--- src/rtl/delay_line_pipe_if.sv ---
// Bundle of stream, control and status signals for delay_line_pipe.
// The depth_sel member exists only when DLY_RUNTIME_DEPTH_EN is defined.
interface delay_line_pipe_if #(
  parameter int WIDTH = 16,
  parameter int DEPTH = 4
);
  localparam int CNT_W = $clog2(DEPTH + 1);

  logic             en;
  logic             flush;
  logic [WIDTH-1:0] data_in;
  logic             valid_in;
  logic [WIDTH-1:0] data_out;
  logic             valid_out;
  logic [CNT_W-1:0] in_flight;
`ifdef DLY_RUNTIME_DEPTH_EN
  logic [CNT_W-1:0] depth_sel;
`endif

  modport master (
`ifdef DLY_RUNTIME_DEPTH_EN
    output depth_sel,
`endif
    output en, flush, data_in, valid_in,
    input  data_out, valid_out, in_flight
  );

  modport slave (
`ifdef DLY_RUNTIME_DEPTH_EN
    input  depth_sel,
`endif
    input  en, flush, data_in, valid_in,
    output data_out, valid_out, in_flight
  );
endinterface

--- src/rtl/delay_line_pipe.sv ---
// WIDTH-bit, DEPTH-stage delay line with stall, flush and in-flight beat counter.
// Optional macro DLY_RUNTIME_DEPTH_EN adds a runtime output tap select (depth_sel).
module delay_line_pipe #(
  parameter int WIDTH = 16,
  parameter int DEPTH = 4
) (
  input logic             clk,
  input logic             rst,
  delay_line_pipe_if.slave dl
);
  localparam int CNT_W = $clog2(DEPTH + 1);

  logic [WIDTH-1:0] s_p [DEPTH];
  logic [DEPTH-1:0] v_p;
  logic [CNT_W-1:0] cnt;
  logic [CNT_W-1:0] cnt_next;
  int               tap;

  function automatic int tap_sel(input logic [CNT_W-1:0] sel);
    if (sel == '0 || int'(sel) > DEPTH) return DEPTH - 1;
    return int'(sel) - 1;
  endfunction

  function automatic logic [CNT_W-1:0] popcnt(input logic [DEPTH-1:0] vv, input int k);
    logic [CNT_W-1:0] n;
    n = '0;
    for (int i = 0; i < DEPTH; i++)
      if (i < k) n = n + CNT_W'(vv[i]);
    return n;
  endfunction

`ifdef DLY_RUNTIME_DEPTH_EN
  always_comb tap = tap_sel(dl.depth_sel);
`else
  always_comb tap = DEPTH - 1;
`endif

  // Only beats entering and leaving through the active tap change the count.
  always_comb cnt_next = cnt + CNT_W'(dl.valid_in) - CNT_W'(v_p[tap]);

  // Stage boundary: s_p/v_p registers, stage 0 fed from the input.
  always_ff @(posedge clk) begin
    if (rst) begin
      for (int i = 0; i < DEPTH; i++) s_p[i] <= '0;
      v_p <= '0;
      cnt <= '0;
    end else if (dl.flush) begin
      v_p <= '0;
      cnt <= '0;
    end else if (dl.en) begin
      s_p[0] <= dl.data_in;
      v_p[0] <= dl.valid_in;
      for (int i = 1; i < DEPTH; i++) begin
        s_p[i] <= s_p[i-1];
        v_p[i] <= v_p[i-1];
      end
      cnt <= cnt_next;
    end
  end

  assign dl.data_out  = s_p[tap];
  assign dl.valid_out = v_p[tap];
  assign dl.in_flight = cnt;

  a_cnt_matches_valid: assert property (@(posedge clk) disable iff (rst)
    cnt == popcnt(v_p, tap + 1));
endmodule

--- src/flat_wrapper.sv ---
// flat-port wrapper written by rule: the top's interface ports become plain ports
module delay_line_pipe_flat 
#(
  parameter int WIDTH = 16,
  parameter int DEPTH = 4
)
  (clk, rst, dl_en, dl_flush, dl_data_in, dl_valid_in, dl_data_out, dl_valid_out, dl_in_flight);
  delay_line_pipe_if #(.WIDTH(WIDTH), .DEPTH(DEPTH)) dl_i ();
  input logic clk;
  input logic rst;
  input wire logic [$bits(dl_i.en)-1:0] dl_en;
  input wire logic [$bits(dl_i.flush)-1:0] dl_flush;
  input wire logic [$bits(dl_i.data_in)-1:0] dl_data_in;
  input wire logic [$bits(dl_i.valid_in)-1:0] dl_valid_in;
  output wire logic [$bits(dl_i.data_out)-1:0] dl_data_out;
  output wire logic [$bits(dl_i.valid_out)-1:0] dl_valid_out;
  output wire logic [$bits(dl_i.in_flight)-1:0] dl_in_flight;
  assign dl_i.en = dl_en;
  assign dl_i.flush = dl_flush;
  assign dl_i.data_in = dl_data_in;
  assign dl_i.valid_in = dl_valid_in;
  assign dl_data_out = dl_i.data_out;
  assign dl_valid_out = dl_i.valid_out;
  assign dl_in_flight = dl_i.in_flight;
  delay_line_pipe #(.WIDTH(WIDTH), .DEPTH(DEPTH)) u_core (.clk(clk), .rst(rst), .dl(dl_i));
endmodule
--- config.mk ---
export PLATFORM = sky130hd
export DESIGN_NAME = delay_line_pipe_flat
export DESIGN_NICKNAME = d
export VERILOG_FILES = /design/src/rtl/delay_line_pipe_if.sv /design/src/rtl/delay_line_pipe.sv /design/src/flat_wrapper.sv
export SDC_FILE = /design/constraint.sdc
export NUM_CORES = 1
export LEC_CHECK = 0
export BUFFER_PORTS_ARGS = -buffer_cell sky130_fd_sc_hd__buf_2
export CAP_MARGIN = 40
export CORE_UTILIZATION = 40
export DETAILED_ROUTE_END_ITERATION = 6
export SKIP_LAST_GASP = 1
export SLEW_MARGIN = 20
export SYNTH_ARGS = -nofsm -noshare
export SYNTH_HDL_FRONTEND = slang
export SYNTH_SLANG_ARGS = --single-unit
--- constraint.sdc ---
create_clock -name clk -period 5.35 [get_ports clk]
set_input_delay 1.07 -clock clk [delete_from_list [all_inputs] [get_ports clk]]
set_output_delay 1.07 -clock clk [all_outputs]
set_load 0.02 [all_outputs]
After elaboration in Yosys (flattened, before gate mapping)
Memories as Yosys holds them, arrays and structs flattened.
Index checks and enable logic that the tools add are counted.
{"block": "totals", "in_bits": 21, "reg_bits": 7, "memories": 1, "output_inout_bits": 20, "word_cells": 20, "ramBits": 64}
{"block": "classes", "n_addsub": 2, "n_reduce_logical": 1, "n_bitwise": 4, "n_mux": 10}
{"memory": "u_core.s_p", "depth": 4, "width": 16, "rd": 4, "rd_clocked_by_memory_dff": 0, "write_ports": 4, "line": "delay_line_pipe.sv:13", "source": "logic [WIDTH-1:0] s_p [DEPTH];"}
{"cell": "two-way mux 16 bit", "n": 4}
{"cell": "two-way mux 1 bit", "n": 6}
{"cell": "bitwise OR 1 bit", "n": 4}
{"cell": "adder 3 x 1 -> 3 bit", "n": 1}
{"cell": "subtractor 3 x 1 -> 3 bit", "n": 1}
{"cell": "OR reduction 2 bit", "n": 1}

Longest topological paths before layout
Gate-level depths: netlist (run 1).
{"block": "logic_depth", "ltp_word": 5, "ltp_mapped": 9}

Least setup slack after synthesis (run 1)
Ideal clock, no wire load.
{"block": "synth_path", "path_kind": "input-to-reg", "from": "input port dl_en", "to": "memory u_core.s_p[0][0] (enable)", "arrival_time_ns": 2.792, "cell_stages": 3, "required_ns": 4.917, "slack_ns": 2.126, "path_cell_list": "buf_4 nand2b_4 nand2b_1"}
{"item": "from (decl)", "line": "flat_wrapper.sv:11", "source": "input wire logic [$bits(dl_i.en)-1:0] dl_en;"}
{"item": "to (decl)", "line": "delay_line_pipe.sv:13"}

==> results of run 1 <==
placed cells by master (no fill, tap or decap), types with 2 or more instances in the layout:
cell and count:
bufinv_16 2, and2_1 64, mux2i_1 5, ha_1 2
edfxtp_1 64, buf_2 40, dfxtp_1 7, clkbuf_8 9
clkinv_1 3, nor2_1 7, inv_1 4
through the flow:
| step | power [mW] | cell area, µm² | hold slack (ns) | utilization (%) |
|---|---|---|---|---|
| 3_3_place_gp | 0.713 | 2980 | 0.475 | 46.1 |
| 3_5_place_dp | 0.716 | 3000 | 0.484 | 46.5 |
| 2_1_floorplan | 0.695 | 2720 | 0.460 | - |
| 4_1_cts | 1.16 | 3210 | 0.503 | 49.7 |
| 6_report | 1.15 | 3210 | 0.493 | 49.7 |
| 5_1_grt | 1.19 | 3210 | 0.513 | 49.7 |
layout make-up:
class / count / area, µm² / area share (%)
multi-input cells: 87 / 599 / 18.7
well taps: 77 / 96.3 / 3.00
repair buffers: 42 / 228 / 7.09
inverters: 4 / 15.0 / 0.467
clock buffers: 9 / 124 / 3.86
clock inverters: 7 / 87.6 / 2.73
flip-flops and latches: 71 / 2060 / 64.2
cells by family (layout without fill, tap and decap cells):
group / Yosys count / count (layout) / synth area share, %
AO/OA/AOI/OAI: 3 / 3 / 1.06
flip-flops: 71 / 71 / 75.9
multiplexers: 5 / 5 / 1.84
AND/OR/NAND/NOR: 75 / 75 / 17.1
adder cells (fa/ha/maj): 3 / 3 / 1.66
buffers and inverters: 12 / 62 / 2.12
XOR/XNOR: 1 / 1 / 0.322
worst min-delay path: cells and delay by family, from the launching register on:
kind | cells | cell delay [ns]
multiplexers | 1 | 0.06
AND/OR/NAND/NOR | 1 | 0.07
flip-flops | 1 | 0.33
worst max-delay path by stage:
stage	start	end	slack, ns	cells after the start
after floorplan	dl_en	u_core.s_p[0][0]$_SDFFCE_PN0P_	2.13	3
after detailed placement	dl_en	u_core.s_p[3][10]$_SDFFCE_PN0P_	2.84	4
after global placement	dl_en	u_core.s_p[1][13]$_SDFFCE_PN0P_	2.81	4
after CTS	dl_en	u_core.s_p[3][4]$_SDFFCE_PN0P_	3.20	4
after global routing	dl_en	u_core.s_p[3][5]$_SDFFCE_PN0P_	3.10	4
final	dl_en	u_core.s_p[3][13]$_SDFFCE_PN0P_	3.19	4
metal layers:
layer	global-route usage, %	part of all wire, %
met1	12.6	49
met2	14.9	44
met3	2.95	4.2
met4	8.32	2.6
met5	0	0
sequential cells by signal, summed over array words and instances, names as in the netlist:
| register | count |
|---|---|
| u_core.s_p | 64 |
| u_core.dl.in_flight | 3 |
| u_core.v_p | 4 |
where the power goes:
| group | leakage (nW) | internal (mW) | total (mW) | switching [mW] |
|---|---|---|---|---|
| Clock | 0.102 | 0.258 | 0.444 | 0.186 |
| Sequential | 0.734 | 0.638 | 0.645 | 0.00669 |
| Combinational | 0.476 | 0.0211 | 0.0574 | 0.0362 |
==> summary.txt, run 1 <==
Pwr
  – Pwr per Cell Area: 357 nW/µm²
  – Pleak: 1.31 nW
  – VDD IR max: between 0.15 and 0.2 mV

Timing
  – Total negative slack: 0 ns
  – Fin Clk Skew: between 0.004 and 0.005 ns
  – Setup violators final: 0
  – Fin crit period: around 2.2 ns
  – Rel. slew slack: 48.1%
  – RSZ-0062 raised after global routing: no
  – Final Hold Vio Count: 0
  – Final period utilization: 40.4%
  – Final Max Slew Viols: 0
  – Worst-margin pin slew: 0.779 ns
  – Final worst-path setup slack: 3.19 ns
  – Max Clock Freq: 463 MHz

Drt
  – Post-route ant nets: 0
  – DRC: 6
  – TritonRoute pass-1 iters: 6
  – Vias: around 1,300
  – Vias per std cell: 4.34
  – WL final: 3230 µm
  – DRT iter0 DRCs: 89
  – Wirelength per Cell: 10.9 µm

Setup path
  – CP endpoint kind: flop
  – Setup crit start kind: input port
  – CP cell instances: buf_2 -> nand2b_4 -> nand2b_2 -> buf_4
  – R2R Path Start: u_core.dl.in_flight[0]$_SDFFE_PP0P_
  – CP required: about 5.3 ns
  – Slowest Stage Delay on Critical Path: about 0.6 ns
  – R2r endpoint: u_core.dl.in_flight[2]$_SDFFE_PP0P_
  – FF-to-FF path depth: 9
  – Crit path max fanout: 64
  – WS Path Type: in2reg
  – CP max-delay cell: buf_4
  – Worst Path Arrival: approximately 2.1 ns
  – Crit path buffers/inverters: 2
  – Top delay family on crit path: buffers and inverters
  – Flop2flop setup slack: between 3 and 4 ns

Placement
  – Pre-CTS setup slack: 2.84 ns
  – Placed Cells incl. Taps: 281
  – IO Port Bufs: 40
  – HPWL after detailed placement: between 1500 and 2000 µm
  – RePlAce Congestion: between 0.6 and 0.7

Clock tree
  – Clock Pin Slew Worst Setup and Hold Paths: approximately 0.070 ns
  – Clock Latency Late Sink: 0.32 ns
  – Buffer depth of the longest clock path: 2
  – TritonCTS Buffers: 9
  – Post CTS Setup Buffer Count: 0
  – CTS tree: yes
  – CTS-repair resized insts: 0
  – CTS HTree Levels: 3
  – Hold Buf Count CTS: 0
  – CTS Sinks: 71
  – CTS root buf: clkbuf_8

Synth
  – Fraction of registers with async set/reset: 0%
  – Top cell type's share of synthesized area: 70.8%
  – Synth area leader: edfxtp_1
  – Primary FF master, synth: edfxtp_1
  – Synth Register Bits: 71
  – Cell variety after synth: 19
  – Post-synth EDFFs: 64
  – Largest cells by area after synthesis: edfxtp_1 71%, and2_1 15%, dfxtp_1 5.2%
  – Sequential area share after synthesis: 75.9%
  – Synthesized instance count: 170
  – Synth cell count leaders: 64 x and2_1, 64 x edfxtp_1, 7 x dfxtp_1, 7 x nor2_1, 6 x clkbuf_2
  – Post-Synthesis Net Count: 194
  – Post-synthesis cell area: 2720 µm²
  – Syn avg cell area: 16.0 µm²
  – Yosys warns: 0

Min path
  – Worst min-delay path startpoint: u_core.v_p[2]$_SDFFE_PP0P_
  – HP Class: reg2reg
  – Hold Path End: u_core.v_p[3]$_SDFFE_PP0P_
  – Hold path depth: 2

Finish
  – Fin cells: 297
  – Area Overhead vs Synth: 18.2%
  – Antenna diode count: 0
  – Fill cells: 566
  – Nets: 239
  – Fraction of layout cells with a size suffix above 1: 26.8%

Status
  – Run status: finished, violations left
  – Violated checks: design-rule violations

Floorplan
  – Die Footprint: 7120 µm²
  – Chip width: 84.4 µm
  – Core Area: 6460 µm²
  – Top-level port count: 41
  – Die extent in y: 84.4 µm
  – Starting Density: 42.1%
  – # rows: 29

Run
  – Max_cap viols: 0

Global route
  – GRT Overall Usage: between 10% and 20%
  – Gr ovfl total: 0
  – First-pass GRT wire length: 5400 µm
  – Initial antenna violation count: 0
  – Number of global-route vias before repair: 1,208
  – Largest net degree at the start of global routing: 65
No activity file was read; power rests on OpenSTA's default activity.
==> run 2: changes to the inputs <==
--- a/config.mk
+++ b/config.mk
@@ -5,6 +5,7 @@
 export SDC_FILE = /design/constraint.sdc
 export NUM_CORES = 1
 export LEC_CHECK = 0
+export ABC_AREA = 1
 export BUFFER_PORTS_ARGS = -buffer_cell sky130_fd_sc_hd__buf_2
 export CAP_MARGIN = 40
 export CORE_UTILIZATION = 40
==> constraint.sdc (replaced) <==
create_clock -name clk -period 2.04 [get_ports clk]
set_input_delay 0.408 -clock clk [delete_from_list [all_inputs] [get_ports clk]]
set_output_delay 0.408 -clock clk [all_outputs]
set_load 0.02 [all_outputs]
==> run 2 against run 1 <==
  * The run now ends clean
  * Register-to-register slack lost 3.2 ns
  * Sequential share of layout area shrank 1.8 points
  * Via count grew 16%
  * Die area grew 3.7%
  * Global-route usage grew 0.071 points
  * Worst setup slack lost 2.9 ns
  * Core utilization shrank 1.1 points
  * Clock power grew to 2.6 times the previous value
  * Power grew to 2.6 times the previous value
  * Worst hold slack lost 0.17 ns
  * Critical path type is now reg2reg
  * Highest routed layer unchanged
==> summary.txt, run 2 <==
Floorplan
  – Chip width: 86.0 µm (+1.8%)
  – Die Footprint: 7390 µm² (+3.7%)
  – Starting Density: 41.5% (-0.57 points)
  – # rows: 30 (+3.4%)
  – Core Area: 6790 µm² (+5.2%)
  – Die extent in y: 86.0 µm (+1.8%)
  – Top-level port count: 41 (unchanged)

Synth
  – Synth Area in Compound Gates: 1.69% (+0.63 points)
  – Synth area leader: edfxtp_1
  – Syn avg cell area: 11.6 µm² (-27%)
  – Synth Register Bits: 71 (unchanged)
  – Post-synthesis cell area: 2820 µm² (+3.8%)
  – Largest family of logic cells by synthesized area: buffers and inverters
  – Count leader, synth: nor2_1
  – Simple-Gate Fraction of Synth Area: 11.7% (-5.4 points)
  – Primary FF master, synth: edfxtp_1
  – Top cell type's share of synthesized area: 68.2% (-2.6 points)
  – Fraction of registers with async set/reset: 0% (unchanged)
  – Synth cell count leaders: 76 x nor2_1, 70 x inv_1, 64 x edfxtp_1
  – Yosys warns: 0 (unchanged)
  – Multiplexer share of the synthesized area: 0% (-1.8 points)
  – Synth Area in XOR/XNOR: 0% (-0.32 points)
  – Sequential area share after synthesis: 73.1% (-2.8 points)
  – Largest cells by area after synthesis: edfxtp_1 68%, nor2_1 10%, inv_1 9.3%
  – Synthesized instance count: 243 (+43%)
  – Post-synthesis adder-cell area fraction: 1.60% (-0.060 points)
  – Cell variety after synth: 15 (-4)
  – Post-Synthesis Net Count: 267 (+38%)
  – Post-synth EDFFs: 64 (unchanged)

Finish
  – Most common cell after layout, fill and taps aside: nor2_1
  – Antenna diode count: 0 (unchanged)
  – Most frequent cells in the layout: 76 x nor2_1, 69 x inv_1, 64 x edfxtp_1
  – Area of the multi-input gates: 433 µm² (-28%)
  – Fill cells: 632 (+12%)
  – Nets: 312 (+31%)
  – Largest reg by FF count: u_core.s_p
  – Max reg flops: 64 (unchanged)
  – Area Overhead vs Synth: 17.1%
  – Fraction of layout cells with a size suffix above 1: 19.9% (-7.0 points)
  – Seq. cell area: 2060 µm² (unchanged)

Drt
  – TritonRoute pass-1 iters: 4 (-2)
  – Vias: 1,492 (+16%)
  – Wirelength per Cell: 8.41 µm (-23%)
  – Post-route ant nets: 0 (unchanged)
  – WL final: 3260 µm (+0.90%)
  – DRT iter0 DRCs: 133 (+49%)
  – Vias per std cell: 3.85 (-11%)
  – DRC: 0 (-6)

Global route
  – Number of global-route vias before repair: 1,340 (+11%)
  – First-pass GRT wire length: 5610 µm (+4.0%)
  – Initial antenna violation count: 0 (unchanged)
  – Gr ovfl total: 0 (unchanged)
  – Largest net degree at the start of global routing: 65 (unchanged)
  – GRT Overall Usage: 10.2% (+0.071 points)

Clock tree
  – CTS Sinks: 71 (unchanged)
  – Post CTS Setup Buffer Count: 0 (unchanged)
  – Hold Buf Count CTS: 0 (unchanged)
  – CTS tree: yes
  – CTS HTree Levels: 3 (unchanged)
  – TritonCTS Buffers: 9 (unchanged)
  – CTS root buf: clkbuf_8
  – Clock Latency Late Sink: 0.33 ns (about the same)
  – Buffer depth of the longest clock path: 2 (unchanged)
  – Clock Pin Slew Worst Setup and Hold Paths: 0.07 ns (about the same)
  – CTS-repair resized insts: 0 (unchanged)

Setup path
  – Worst Setup SP: u_core.dl.in_flight[0]$_SDFFE_PP0P_
  – Worst Path Arrival: 2.03 ns (-0.09 ns)
  – Number of stages on the worst setup path: 11 (+7)
  – Crit path max fanout: 3 (-95%)
  – CP required: 2.31 ns (-3.00 ns)
  – Critical path endpoint: u_core.dl.in_flight[2]$_SDFFE_PP0P_
  – Slowest Stage Delay on Critical Path: 0.40 ns (-0.21 ns)
  – Flop2flop setup slack: 0.28 ns (-3.16 ns)
  – FF-to-FF path depth: 11 (+2)
  – WS Path Type: reg2reg
  – Top delay family on crit path: adder cells
  – R2r endpoint: u_core.dl.in_flight[2]$_SDFFE_PP0P_
  – CP max-delay cell: fa_1
  – CP endpoint kind: flop
  – R2R Path Start: u_core.dl.in_flight[0]$_SDFFE_PP0P_
  – Crit path buffers/inverters: 3 (+1)
  – Setup crit start kind: flop
  – CP cell instances: inv_1 -> ha_1 -> inv_1 -> ha_1 -> inv_1 -> fa_1 -> nand2_1 -> nand2_1 -> nor2_1 -> nor2_1 -> nor2_1

Timing
  – Worst-margin pin slew: 0.603 ns (-0.177 ns)
  – Fin Clk Skew: 0.00722 ns (+0.00304 ns)
  – Final Hold Slack: 0.326 ns (-0.168 ns)
  – Max Clock Freq: 569 MHz
  – Final period utilization: between 80% and 90%
  – Setup violators final: 0 (unchanged)
  – Total negative slack: 0 ns (unchanged)
  – Final Max Slew Viols: 0 (unchanged)
  – Rel. slew slack: 59.8% (+12 points)
  – RSZ-0062 raised after global routing: no
  – Final Hold Vio Count: 0 (unchanged)
  – Fin crit period: 1.76 ns

Run
  – Max_cap viols: 0 (unchanged)

Min path
  – Worst min-delay path startpoint: dl_valid_in
  – HP Class: in2reg

Placement
  – HPWL after detailed placement: 1850 µm (-4.5%)
  – RePlAce Congestion: 0.590 (-15%)
  – IO Port Bufs: 40 (unchanged)

Status
  – Run status: completed

Pwr
  – Pwr per Cell Area: 916 nW/µm² (+160%)
  – Pleak: 1.48 nW (+13%)
  – VDD IR max: 0.390 mV (+140%)
[run 2: metrics by stage]
stage               utilization [%]  area [µm²]  setup WS [ns]  cells  total power, mW
floorplan                         -        2840        0.00334    243             1.86
global placement               45.6        3100          0.394    373             1.91
detailed placement             45.6        3100          0.280    373             1.92
CTS                            48.6        3300          0.261    388             3.07
global route                   48.6        3300          0.101    388             3.15
finish                         48.6        3300          0.282    388             3.02
[run 2: worst min path at each step]
| stage | endpoint | slack (ns) | depth (start not counted) |
|---|---|---|---|
| 3_3_place_gp | u_core.dl.in_flight[0]$_SDFFE_PP0P_ | 0.46 | 2 |
| 4_1_cts | u_core.v_p[0]$_SDFFE_PP0P_ | 0.32 | 3 |
| 6_report | u_core.v_p[0]$_SDFFE_PP0P_ | 0.33 | 3 |
| 3_5_place_dp | u_core.v_p[3]$_SDFFE_PP0P_ | 0.48 | 2 |
| 5_1_grt | u_core.v_p[0]$_SDFFE_PP0P_ | 0.34 | 3 |
| 2_1_floorplan | u_core.v_p[1]$_SDFFE_PP0P_ | 0.45 | 2 |
[run 2: per-layer routing]
metal | wire [µm] | share of wire, % | GRT usage [%]
met4 | 96 | 2.9 | 9.09
met2 | 1460 | 45 | 15.1
met3 | 151 | 4.6 | 3.27
met5 | 0 | 0 | 0
met1 | 1560 | 48 | 12.0
[run 2: area by class of cell]
cell class                      count  area share (%)
Sequential cell                    71            62.4
Clock buffer                       10            3.87
Timing Repair Buffer               41            6.67
Inverter                           70            8.03
Clock inverter                      5            2.24
Multi-Input combinational cell     95            13.1
Tap cell                           96            3.64
[run 2: worst register-to-register path, cell delays in order, from the launching register on]
cell and delay (ns):
dfxtp_1 0.33, inv_1 0.06, ha_1 0.28, inv_1 0.06
ha_1 0.13, inv_1 0.05, fa_1 0.40, nand2_1 0.11
nand2_1 0.06, nor2_1 0.10, nor2_1 0.05, nor2_1 0.08
[run 2: kinds of logic after synthesis]
family | after synthesis
compound gates | 9
fa+ha+maj | 3
buf+inv | 77
flops | 71
simple gates | 83
[run 2: report_power, final]
group          internal (mW)  switching [mW]  leakage [nW]
Sequential              1.68          0.0210         0.735
Combinational         0.0619           0.125         0.646
Clock                  0.674           0.466         0.104
Total                   2.41           0.613          1.48
==> run 3: changes to the inputs <==
--- a/config.mk
+++ b/config.mk
@@ -10,6 +10,7 @@
 export CAP_MARGIN = 40
 export CORE_UTILIZATION = 40
 export DETAILED_ROUTE_END_ITERATION = 6
+export MAX_ROUTING_LAYER = met4
 export SKIP_LAST_GASP = 1
 export SLEW_MARGIN = 20
 export SYNTH_ARGS = -nofsm -noshare
==> run 3 against run 2 <==
  * First-iteration DRC count is 5.3% lower
  * Sequential cell count stayed put
  * Clock skew hardly changed
  * Wire length up 0.83%
  * Cell count did not move
  * Clock power hardly changed
  * Count of clock-buffer cells in the layout stayed put
  * Critical path depth unchanged
  * Critical path type unchanged
==> summary.txt, run 3 (synthesis gave the netlist of run 2 again) <==
Timing
  – Setup violators final: 0 (unchanged)
  – RSZ-0062 raised after global routing: no
  – Final worst-path setup slack: 0.282 ns (+0.000152 ns)
  – Rel. slew slack: 59.7% (-0.13 points)
  – Total negative slack: 0 ns (unchanged)
  – Max Clock Freq: 569 MHz (about the same)
  – Final period utilization: 86.2% (about the same)
  – Final Hold Slack: 0.325 ns (-0.000821 ns)
  – Final Hold Vio Count: 0 (unchanged)
  – Worst-margin pin slew: 0.605 ns (+0.00202 ns)
  – Fin crit period: 1.76 ns (-0.000152 ns)
  – Fin Clk Skew: 0.00714 ns (-0.0000743 ns)
  – Final Max Slew Viols: 0 (unchanged)

Drt
  – Vias per std cell: 3.87 (+0.54%)
  – Post-route ant nets: 0 (unchanged)
  – Vias: 1,500 (+0.54%)
  – Wirelength per Cell: 8.48 µm (+0.83%)
  – DRT iter0 DRCs: 126 (-5.3%)
  – DRC: 0 (unchanged)
  – WL final: 3290 µm (+0.83%)
  – TritonRoute pass-1 iters: 4 (unchanged)

Finish
  – Seq. cell area: 2060 µm² (unchanged)
  – Largest reg by FF count: u_core.s_p
  – Final Cell Area: 3300 µm² (unchanged)
  – Fill cells: 632 (unchanged)
  – Max reg flops: 64 (unchanged)
  – Nets: 312 (unchanged)
  – Fraction of layout cells with a size suffix above 1: 19.9% (unchanged)
  – Most frequent cells in the layout: 76 x nor2_1, 69 x inv_1, 64 x edfxtp_1
  – Area of the multi-input gates: 433 µm² (unchanged)
  – Area Overhead vs Synth: 17.1% (unchanged)
  – Most common cell after layout, fill and taps aside: nor2_1
  – Antenna diode count: 0 (unchanged)

Setup path
  – CP endpoint kind: flop
  – FF-to-FF path depth: 11 (unchanged)
  – Number of stages on the worst setup path: 11 (unchanged)
  – Flop2flop setup slack: 0.28 ns (about the same)
  – Crit path buffers/inverters: 3 (unchanged)
  – Top delay family on crit path: adder cells
  – Slowest Stage Delay on Critical Path: 0.40 ns (about the same)
  – Crit path max fanout: 3 (unchanged)
  – Worst Path Arrival: 2.03 ns (about the same)
  – CP max-delay cell: fa_1
  – R2R Path Start: u_core.dl.in_flight[0]$_SDFFE_PP0P_
  – R2r endpoint: u_core.dl.in_flight[2]$_SDFFE_PP0P_
  – Worst Setup SP: u_core.dl.in_flight[0]$_SDFFE_PP0P_
  – WS Path Type: reg2reg
  – Setup crit start kind: flop
  – CP cell instances: inv_1 -> ha_1 -> inv_1 -> ha_1 -> inv_1 -> fa_1 -> nand2_1 -> nand2_1 -> nor2_1 -> nor2_1 -> nor2_1
  – CP required: 2.32 ns (about the same)
  – Critical path endpoint: u_core.dl.in_flight[2]$_SDFFE_PP0P_

Clock tree
  – CTS Sinks: 71 (unchanged)
  – CTS-repair resized insts: 0 (unchanged)
  – CTS root buf: clkbuf_8
  – Buffer depth of the longest clock path: 2 (unchanged)
  – Post CTS Setup Buffer Count: 0 (unchanged)
  – Clock Latency Late Sink: 0.33 ns (about the same)
  – TritonCTS Buffers: 9 (unchanged)
  – Clock Pin Slew Worst Setup and Hold Paths: 0.07 ns (about the same)
  – CTS HTree Levels: 3 (unchanged)
  – Hold Buf Count CTS: 0 (unchanged)
  – CTS tree: yes

Global route
  – First-pass GRT wire length: 5610 µm (unchanged)
  – Initial antenna violation count: 0 (unchanged)
  – GRT Overall Usage: 10.5% (+0.25 points)
  – Gr ovfl total: 0 (unchanged)
  – Largest net degree at the start of global routing: 65 (unchanged)
  – Number of global-route vias before repair: 1,337 (-0.22%)

Status
  – Run status: completed

Min path
  – Worst min-delay path startpoint: dl_valid_in
  – HP Class: in2reg
  – Hold path depth: 3 (unchanged)

Placement
  – RePlAce Congestion: 0.594 (+0.59%)
  – IO Port Bufs: 40 (unchanged)
  – Pre-CTS setup slack: 0.280 ns (unchanged)
  – HPWL after detailed placement: 1850 µm (unchanged)
  – Cell Area, Placed: 3100 µm² (unchanged)

Run
  – Max_cap viols: 0 (unchanged)

Pwr
  – Pwr per Cell Area: 916 nW/µm² (about the same)
  – Pleak: 1.48 nW (unchanged)
  – VDD IR max: 0.391 mV (+0.19%)
  – Tot Pwr: 3.02 mW (about the same)

Floorplan
  – Die Footprint: 7390 µm² (unchanged)
  – # rows: 30 (unchanged)
  – Die extent in y: 86.0 µm (unchanged)
  – Chip width: 86.0 µm (unchanged)
  – Core Area: 6790 µm² (unchanged)
  – Top-level port count: 41 (unchanged)
  – Starting Density: 41.5% (unchanged)
## run 3: layer usage
layer | routed length [µm] | up-vias | track usage, % | part of all wire [%]
li1 | - | 824 | - | -
met1 | 1570 | 630 | 12.1 | 48
met2 | 1450 | 36 | 15.1 | 44
met3 | 168 | 10 | 4.04 | 5.1
met4 | 97 | 0 | 7.27 | 2.9
met5 | 0 | - | - | 0
## run 3: through the flow
step                cells  utilization [%]
global placement      373             45.6
detailed placement    373             45.6
global route          388             48.6
CTS                   388             48.6
finish                388             48.6
floorplan             243                -
## run 3: worst register-to-register path: cells and delay by family (launching register included)
family                   cells  cell delay (ns)
buffers and inverters        3             0.17
flip-flops                   1             0.33
adder cells (fa/ha/maj)      3             0.81
AND/OR/NAND/NOR              5             0.40
## run 3: cell type report
cell class              count  share of cell area [%]
clock inverters             5                    2.24
multi-input cells          95                    13.1
well taps                  96                    3.64
clock buffers              10                    3.87
flip-flops and latches     71                    62.4
repair buffers             41                    6.67
inverters                  70                    8.03
## run 3: worst min path at each step
stage / endpoint
3_5_place_dp: u_core.v_p[3]$_SDFFE_PP0P_
6_report: u_core.v_p[0]$_SDFFE_PP0P_
3_3_place_gp: u_core.dl.in_flight[0]$_SDFFE_PP0P_
4_1_cts: u_core.v_p[0]$_SDFFE_PP0P_
5_1_grt: u_core.v_p[0]$_SDFFE_PP0P_
2_1_floorplan: u_core.v_p[1]$_SDFFE_PP0P_
## run 3: where the power goes
part	total (mW)	switching, mW	internal, mW
logic	0.188	0.126	0.0619
registers	1.70	0.0210	1.68
clock network	1.14	0.467	0.673
total	3.02	0.614	2.41
